`config.mk`:
```
export PLATFORM = sky130hd
export DESIGN_NAME = multicycle_controller
export DESIGN_NICKNAME = d
export VERILOG_FILES = /design/src/rtl/multicycle_controller_pkg.sv /design/src/rtl/inst_class_decode.sv /design/src/rtl/multicycle_controller.sv
export SDC_FILE = /design/constraint.sdc
export NUM_CORES = 1
export LEC_CHECK = 0
export ABC_AREA = 1
export CAP_MARGIN = 40
export CORE_MARGIN = 2
export CORE_UTILIZATION = 52
export CTS_BUF_LIST = sky130_fd_sc_hd__clkbuf_8
export DETAILED_ROUTE_END_ITERATION = 8
export PLACE_DENSITY = 0.92
export SLEW_MARGIN = 10
export SYNTH_ARGS = -nofsm -noshare
export SYNTH_HDL_FRONTEND = slang
export SYNTH_SLANG_ARGS = --single-unit
```
`constraint.sdc`:
```
create_clock -name clk -period 2.2 [get_ports clk]
set_input_delay 0.33 -clock clk [delete_from_list [all_inputs] [get_ports clk]]
set_output_delay 0.33 -clock clk [all_outputs]
set_load 0.1 [all_outputs]
```
`src/rtl/multicycle_controller_pkg.sv`:
```
// multicycle_controller_pkg: shared opcode, ALU-control and FSM encodings for the multi-cycle RV32I core
package multicycle_controller_pkg;

    localparam logic [6:0] OP_R      = 7'b0110011;
    localparam logic [6:0] OP_I      = 7'b0010011;
    localparam logic [6:0] OP_LUI    = 7'b0110111;
    localparam logic [6:0] OP_AUIPC  = 7'b0010111;
    localparam logic [6:0] OP_LOAD   = 7'b0000011;
    localparam logic [6:0] OP_STORE  = 7'b0100011;
    localparam logic [6:0] OP_BRANCH = 7'b1100011;
    localparam logic [6:0] OP_JAL    = 7'b1101111;
    localparam logic [6:0] OP_JALR   = 7'b1100111;

    localparam logic [2:0] ALUOP_R      = 3'd0;
    localparam logic [2:0] ALUOP_I      = 3'd1;
    localparam logic [2:0] ALUOP_BRANCH = 3'd2;
    localparam logic [2:0] ALUOP_J      = 3'd3;
    localparam logic [2:0] ALUOP_MEM    = 3'd4;
    localparam logic [2:0] ALUOP_U      = 3'd5;

    localparam logic [1:0] SRC2_REG  = 2'b00;
    localparam logic [1:0] SRC2_IMM  = 2'b01;
    localparam logic [1:0] SRC2_FOUR = 2'b10;

    localparam logic [1:0] SRC1_REG  = 2'b00;
    localparam logic [1:0] SRC1_ZERO = 2'b01;
    localparam logic [1:0] SRC1_PC   = 2'b10;

    localparam logic PCSRC_PC  = 1'b0;
    localparam logic PCSRC_RS1 = 1'b1;

    typedef enum logic [2:0] {
        S_FETCH,
        S_DECODE,
        S_EXECUTE,
        S_MEM,
        S_WRITEBACK,
        S_HALT
    } state_t;

    typedef struct packed {
        logic r;
        logic i;
        logic lui;
        logic auipc;
        logic load;
        logic store;
        logic branch;
        logic jal;
        logic jalr;
    } inst_class_t;

endpackage

```
`src/rtl/inst_class_decode.sv`:
```
// inst_class_decode: opcode -> one-hot instruction class plus legal flag (in: opcode[6:0]; out: cls, legal)
module inst_class_decode
    import multicycle_controller_pkg::*;
(
    input  logic [6:0]  opcode,
    output inst_class_t cls,
    output logic        legal
);

    always_comb begin
        cls.r      = opcode == OP_R;
        cls.i      = opcode == OP_I;
        cls.lui    = opcode == OP_LUI;
        cls.auipc  = opcode == OP_AUIPC;
        cls.load   = opcode == OP_LOAD;
        cls.store  = opcode == OP_STORE;
        cls.branch = opcode == OP_BRANCH;
        cls.jal    = opcode == OP_JAL;
        cls.jalr   = opcode == OP_JALR;
        legal      = |cls;
    end

endmodule

```
`src/rtl/multicycle_controller.sv`:
```
// multicycle_controller: FETCH/DECODE/EXECUTE/MEM/WRITEBACK sequencer for the RV32I datapath
//   in : clk, rst_n (sync active-low), inst, zero, mem_ready
//   out: ALUSrc, ALUSrc1, PCSrc, ALUOp, funct3, funct7, ir/pc/reg/mem strobes, pc_sel, wb_sel, illegal, retired
module multicycle_controller
    import multicycle_controller_pkg::*;
#(
    parameter int ALUOPWIDTH = 3
) (
    input  logic                  clk,
    input  logic                  rst_n,
    input  logic [31:0]           inst,
    input  logic                  zero,
    input  logic                  mem_ready,
    output logic [1:0]            ALUSrc,
    output logic [1:0]            ALUSrc1,
    output logic                  PCSrc,
    output logic [ALUOPWIDTH-1:0] ALUOp,
    output logic [2:0]            funct3,
    output logic [6:0]            funct7,
    output logic                  ir_write,
    output logic                  pc_write,
    output logic                  reg_write,
    output logic                  mem_read,
    output logic                  mem_write,
    output logic                  pc_sel,
    output logic                  wb_sel,
    output logic                  illegal,
    output logic [31:0]           retired
);

    state_t      state, state_nxt;
    logic [6:0]  opcode;
    inst_class_t cls;
    logic        legal;
    logic        ex, mem, wb, act;
    logic [2:0]  op;
    logic        unused_inst;

    assign unused_inst = ^{inst[24:15], inst[11:7]};

    inst_class_decode u_dec (
        .opcode (opcode),
        .cls    (cls),
        .legal  (legal)
    );

    always_ff @(posedge clk) begin
        if (!rst_n) begin
            state   <= S_FETCH;
            opcode  <= '0;
            funct3  <= '0;
            funct7  <= '0;
            illegal <= 1'b0;
            retired <= '0;
        end else begin
            state <= state_nxt;
            if (state == S_FETCH) begin
                opcode <= inst[6:0];
                funct3 <= inst[14:12];
                funct7 <= inst[31:25];
            end
            if (state == S_DECODE && !legal)
                illegal <= 1'b1;
            // Every retiring cycle is exactly a cycle that commits the PC.
            if (pc_write)
                retired <= retired + 32'd1;
        end
    end

    always_comb begin
        state_nxt = state;
        case (state)
            S_FETCH:     state_nxt = S_DECODE;
            S_DECODE:    state_nxt = legal ? S_EXECUTE : S_HALT;
            S_EXECUTE:   state_nxt = cls.branch ? S_FETCH :
                                     (cls.load || cls.store) ? S_MEM : S_WRITEBACK;
            S_MEM:       state_nxt = !mem_ready ? S_MEM : cls.store ? S_FETCH : S_WRITEBACK;
            S_WRITEBACK: state_nxt = S_FETCH;
            default:     state_nxt = state;
        endcase
    end

    always_comb begin
        ex  = rst_n && state == S_EXECUTE;
        mem = rst_n && state == S_MEM;
        wb  = rst_n && state == S_WRITEBACK;
        // ALU selects are driven in EXECUTE and held through MEM/WRITEBACK.
        act = ex || mem || wb;
        ALUSrc1 = !act ? SRC1_REG :
                  cls.lui ? SRC1_ZERO :
                  (cls.auipc || cls.jal || cls.jalr) ? SRC1_PC : SRC1_REG;
        ALUSrc  = !act ? SRC2_REG :
                  (cls.jal || cls.jalr) ? SRC2_FOUR :
                  (cls.r || cls.branch) ? SRC2_REG : SRC2_IMM;
        PCSrc   = act && cls.jalr ? PCSRC_RS1 : PCSRC_PC;
        op      = !act ? ALUOP_R :
                  cls.i ? ALUOP_I :
                  cls.branch ? ALUOP_BRANCH :
                  (cls.jal || cls.jalr) ? ALUOP_J :
                  (cls.load || cls.store) ? ALUOP_MEM :
                  (cls.lui || cls.auipc) ? ALUOP_U : ALUOP_R;
        ALUOp     = ALUOPWIDTH'(op);
        ir_write  = rst_n && state == S_FETCH;
        mem_read  = mem && cls.load;
        mem_write = mem && cls.store;
        pc_write  = (ex && cls.branch) || (mem && cls.store && mem_ready) || wb;
        reg_write = wb;
        pc_sel    = (ex && cls.branch && zero) || (wb && (cls.jal || cls.jalr));
        wb_sel    = wb && cls.load;
    end

endmodule

```
==> summary.md <==
| Metric | Value |
|---|---|
| Outcome | `complete, but fails checks` |
| Failing checks | `negative setup slack` |
| Hold Vio Cnt, Final | `0` |
| Initial Util | `54.41%` |
| Kind of start point of the critical path | `flip-flop` |
| WP data arrival | `1.90 ns` |
| Die X | `80.37 um` |
| CP required | `1.87 ns` |
| Clk slew on worst S/H paths | `0.10 ns` |
| Clock buffer count from CTS | `5` |
| Sequential area share after synthesis | `34.98%` |
| WS Path Type | `reg2out` |
| Cell taking the most area after synthesis | `dfxtp_1` |
| WL final | `8.919 mm` |
| Antenna Violating Nets Remaining | `0` |
| Count of state elements after synthesis | `53` |
| Sequential share of power | `42.5%` |
| Layout cells sized above 1 | `20.10%` |
| H-tree levels | `2` |
| Slew Viols, Final | `0` |
| Number of remaining DRC errors | `0` |
| EDFF count, synth | `0` |
| CTS resizes | `0` |
| First-pass GRT wire length | `14.68 mm` |
| Critical Path Sink Type | `output port` |
| Minimum clock period | `2.228 ns` |
| Ant diodes | `0` |
| CTS Root Cell | `clkbuf_8` |
| Core area | `5574 um2` |
| Routability cong. | `0.9336` |
| Layout area overhead | `36.80%` |
| Fmax | `448.8 MHz` |
| Vias/cell | `5.435` |
| Mean post-synth cell area | `6.215 um2` |
| Overflow after GRT | `0` |
| Sw Ratio | `38.25%` |
| PwrDens | `614.0 nW/um2` |
| Placed Cells | `636` |
| Yosys cell types | `27` |
| Vias in the first global route | `3286` |
| Synth area leaders | `dfxtp_1, nand2_1, nor2_1, nand3_1, a21oi_1` |
| Post-DP HPWL | `6.673 mm` |
| Clock Skew | `0.007392 ns` |
| Num Clock Sinks | `53` |
| Synth Instances | `488` |
| Fin worst setup slack | `-0.02811 ns` |
| Maximum clock path buffer count | `2` |
| Die height | `80.37 um` |
| Max VDD drop | `0.0006737 V` |
| Row count | `27` |
| Yosys warns | `0` |
| Num ports | `94` |
| Most common cell after layout, fill and taps aside | `nand2_1` |
| Worst-path fanout max | `5` |
| Initial antenna violation count | `0` |
| Die area | `6459 um2` |
| Setup Buffers After CTS | `0` |
| Switch Pwr | `974.5 uW` |
| Post-synth ARST share | `0%` |
| Pint | `1573 uW` |
| Setup violations, final | `1` |
| Leak pwr | `0.001702 uW` |
| Synthesized Nets | `525` |
| Detailed Routing Iterations Pass 1 | `5` |
| Routed vias | `3500` |
| Worst-Margin Slew | `0.4450 ns` |
| Nets | `608` |
| Logic pwr share | `30.0%` |
| Crit share post-route | `101.3%` |
| Non-filler cells, final | `644` |
| All-layer global routing usage | `28.65%` |
| Max-cap violation count | `0` |
| Power share of the clock group | `27.5%` |
| Hold Path Class | `reg2reg` |
| Drt first-iter violations | `204` |
| Largest net degree at the start of global routing | `32` |
| Rel. slew slack | `70.22%` |
| Post-layout util | `74.43%` |
| Ys flop type | `dfxtp_1` |
| Most frequent cells in the layout | `nand2_1, nor2_1, buf_4` |
| Synth top area share | `34.98%` |
| WL per Instance | `13.85 um` |
| CTS tree | `done` |
| Port Buffers | `78` |
| Cell Area, Synth | `3033 um2` |
| Worst skew pair latency | `0.32 ns` |
| Hold Buf Count CTS | `0` |
-- power by group through the flow --
stage	Sequential (uW)	Clock (uW)	Combinational [uW]
after floorplan	1360	0	287
after global placement	1100	0	740
after detailed placement	1100	0	758
after CTS	1080	710	759
after global routing	1090	740	812
final	1080	700	765
-- layer usage --
metal,up-vias,GRT usage (%),part of all wire (%)
met5,-,0,0
met4,0,11.19,2.1
met3,19,6.292,7.6
met2,167,51.50,50
met1,1576,32.76,40
li1,1738,-,-
-- final timing paths --
path / startpoint / endpoint / slack, ns / cells after the start
worst max-delay path: opcode[5]$_SDFFE_PN0N_ / ALUOp[0] / -0.03 / 9
worst min-delay path: illegal$_SDFFE_PN0P_ / illegal$_SDFFE_PN0P_ / 0.46 / 2
worst max register to register: retired[1]$_SDFFE_PN0P_ / retired[28]$_SDFFE_PN0P_ / 0.46 / 9
worst min register to register: illegal$_SDFFE_PN0P_ / illegal$_SDFFE_PN0P_ / 0.46 / 2
-- synth_stat cells, drive strengths merged, types with 3 or more instances --
cell type,n
nand2,167
a21oi,33
o21ai,9
inv,39
xnor2,3
nand3,46
nand4,18
nor2,87
xor2,5
buf,5
clkbuf,10
nor3,7
dfxtp,53
-- sequential cells by signal, indices dropped and copies added, names as in the netlist --
signal / cells
state: 3
retired: 32
opcode: 7
illegal: 1
funct7: 7
funct3: 3
-- stage by stage --
stage | hold slack, ns | TNS, ns | total power, uW | instance area [um2] | worst slack (ns)
detailed placement | 0.4445 | 0 | 1859 | 4010 | 0.03757
CTS | 0.4594 | 0 | 2548 | 4126 | 0.01496
finish | 0.4587 | -0.02811 | 2547 | 4149 | -0.02811
global route | 0.4995 | -0.1419 | 2644 | 4149 | -0.1419
global placement | 0.4417 | 0 | 1838 | 4010 | 0.05695
floorplan | 0.4331 | -0.7757 | 1651 | 3074 | -0.3238
-- cell type report --
cell class                      count  area (um2)
Sequential cell                    53        1065
Multi-Input combinational cell    381        1794
Inverter                           39       150.1
Tap cell                           72       90.09
Clock inverter                      3       47.55
Clock buffer                        5       68.82
Timing Repair Buffer               91       933.4
Fill cell                         467        1425
-- cell families (layout without fill, tap and decap cells) --
family / count (synthesis) / count (layout) / share of synthesized area (%)
buffers and inverters: 54 / 138 / 7.714
DFF: 53 / 53 / 34.98
and+or+nand+nor: 327 / 327 / 46.82
adders and majority gates: 1 / 1 / 0.4125
AOI/OAI and AO/OA: 45 / 45 / 7.756
xor gates and xnor gates: 8 / 8 / 2.310
-- worst max-delay path: stages, from the launching register on --
cell and delay [ns]:
dfxtp_1 0.38, inv_2 0.11, nor2_4 0.04, nand2_2 0.09, nor2_1 0.07, nor2_1 0.37
o31ai_1 0.18, nand2_1 0.11, inv_1 0.07, buf_12 0.16
(Power assumes the default switching activity.)
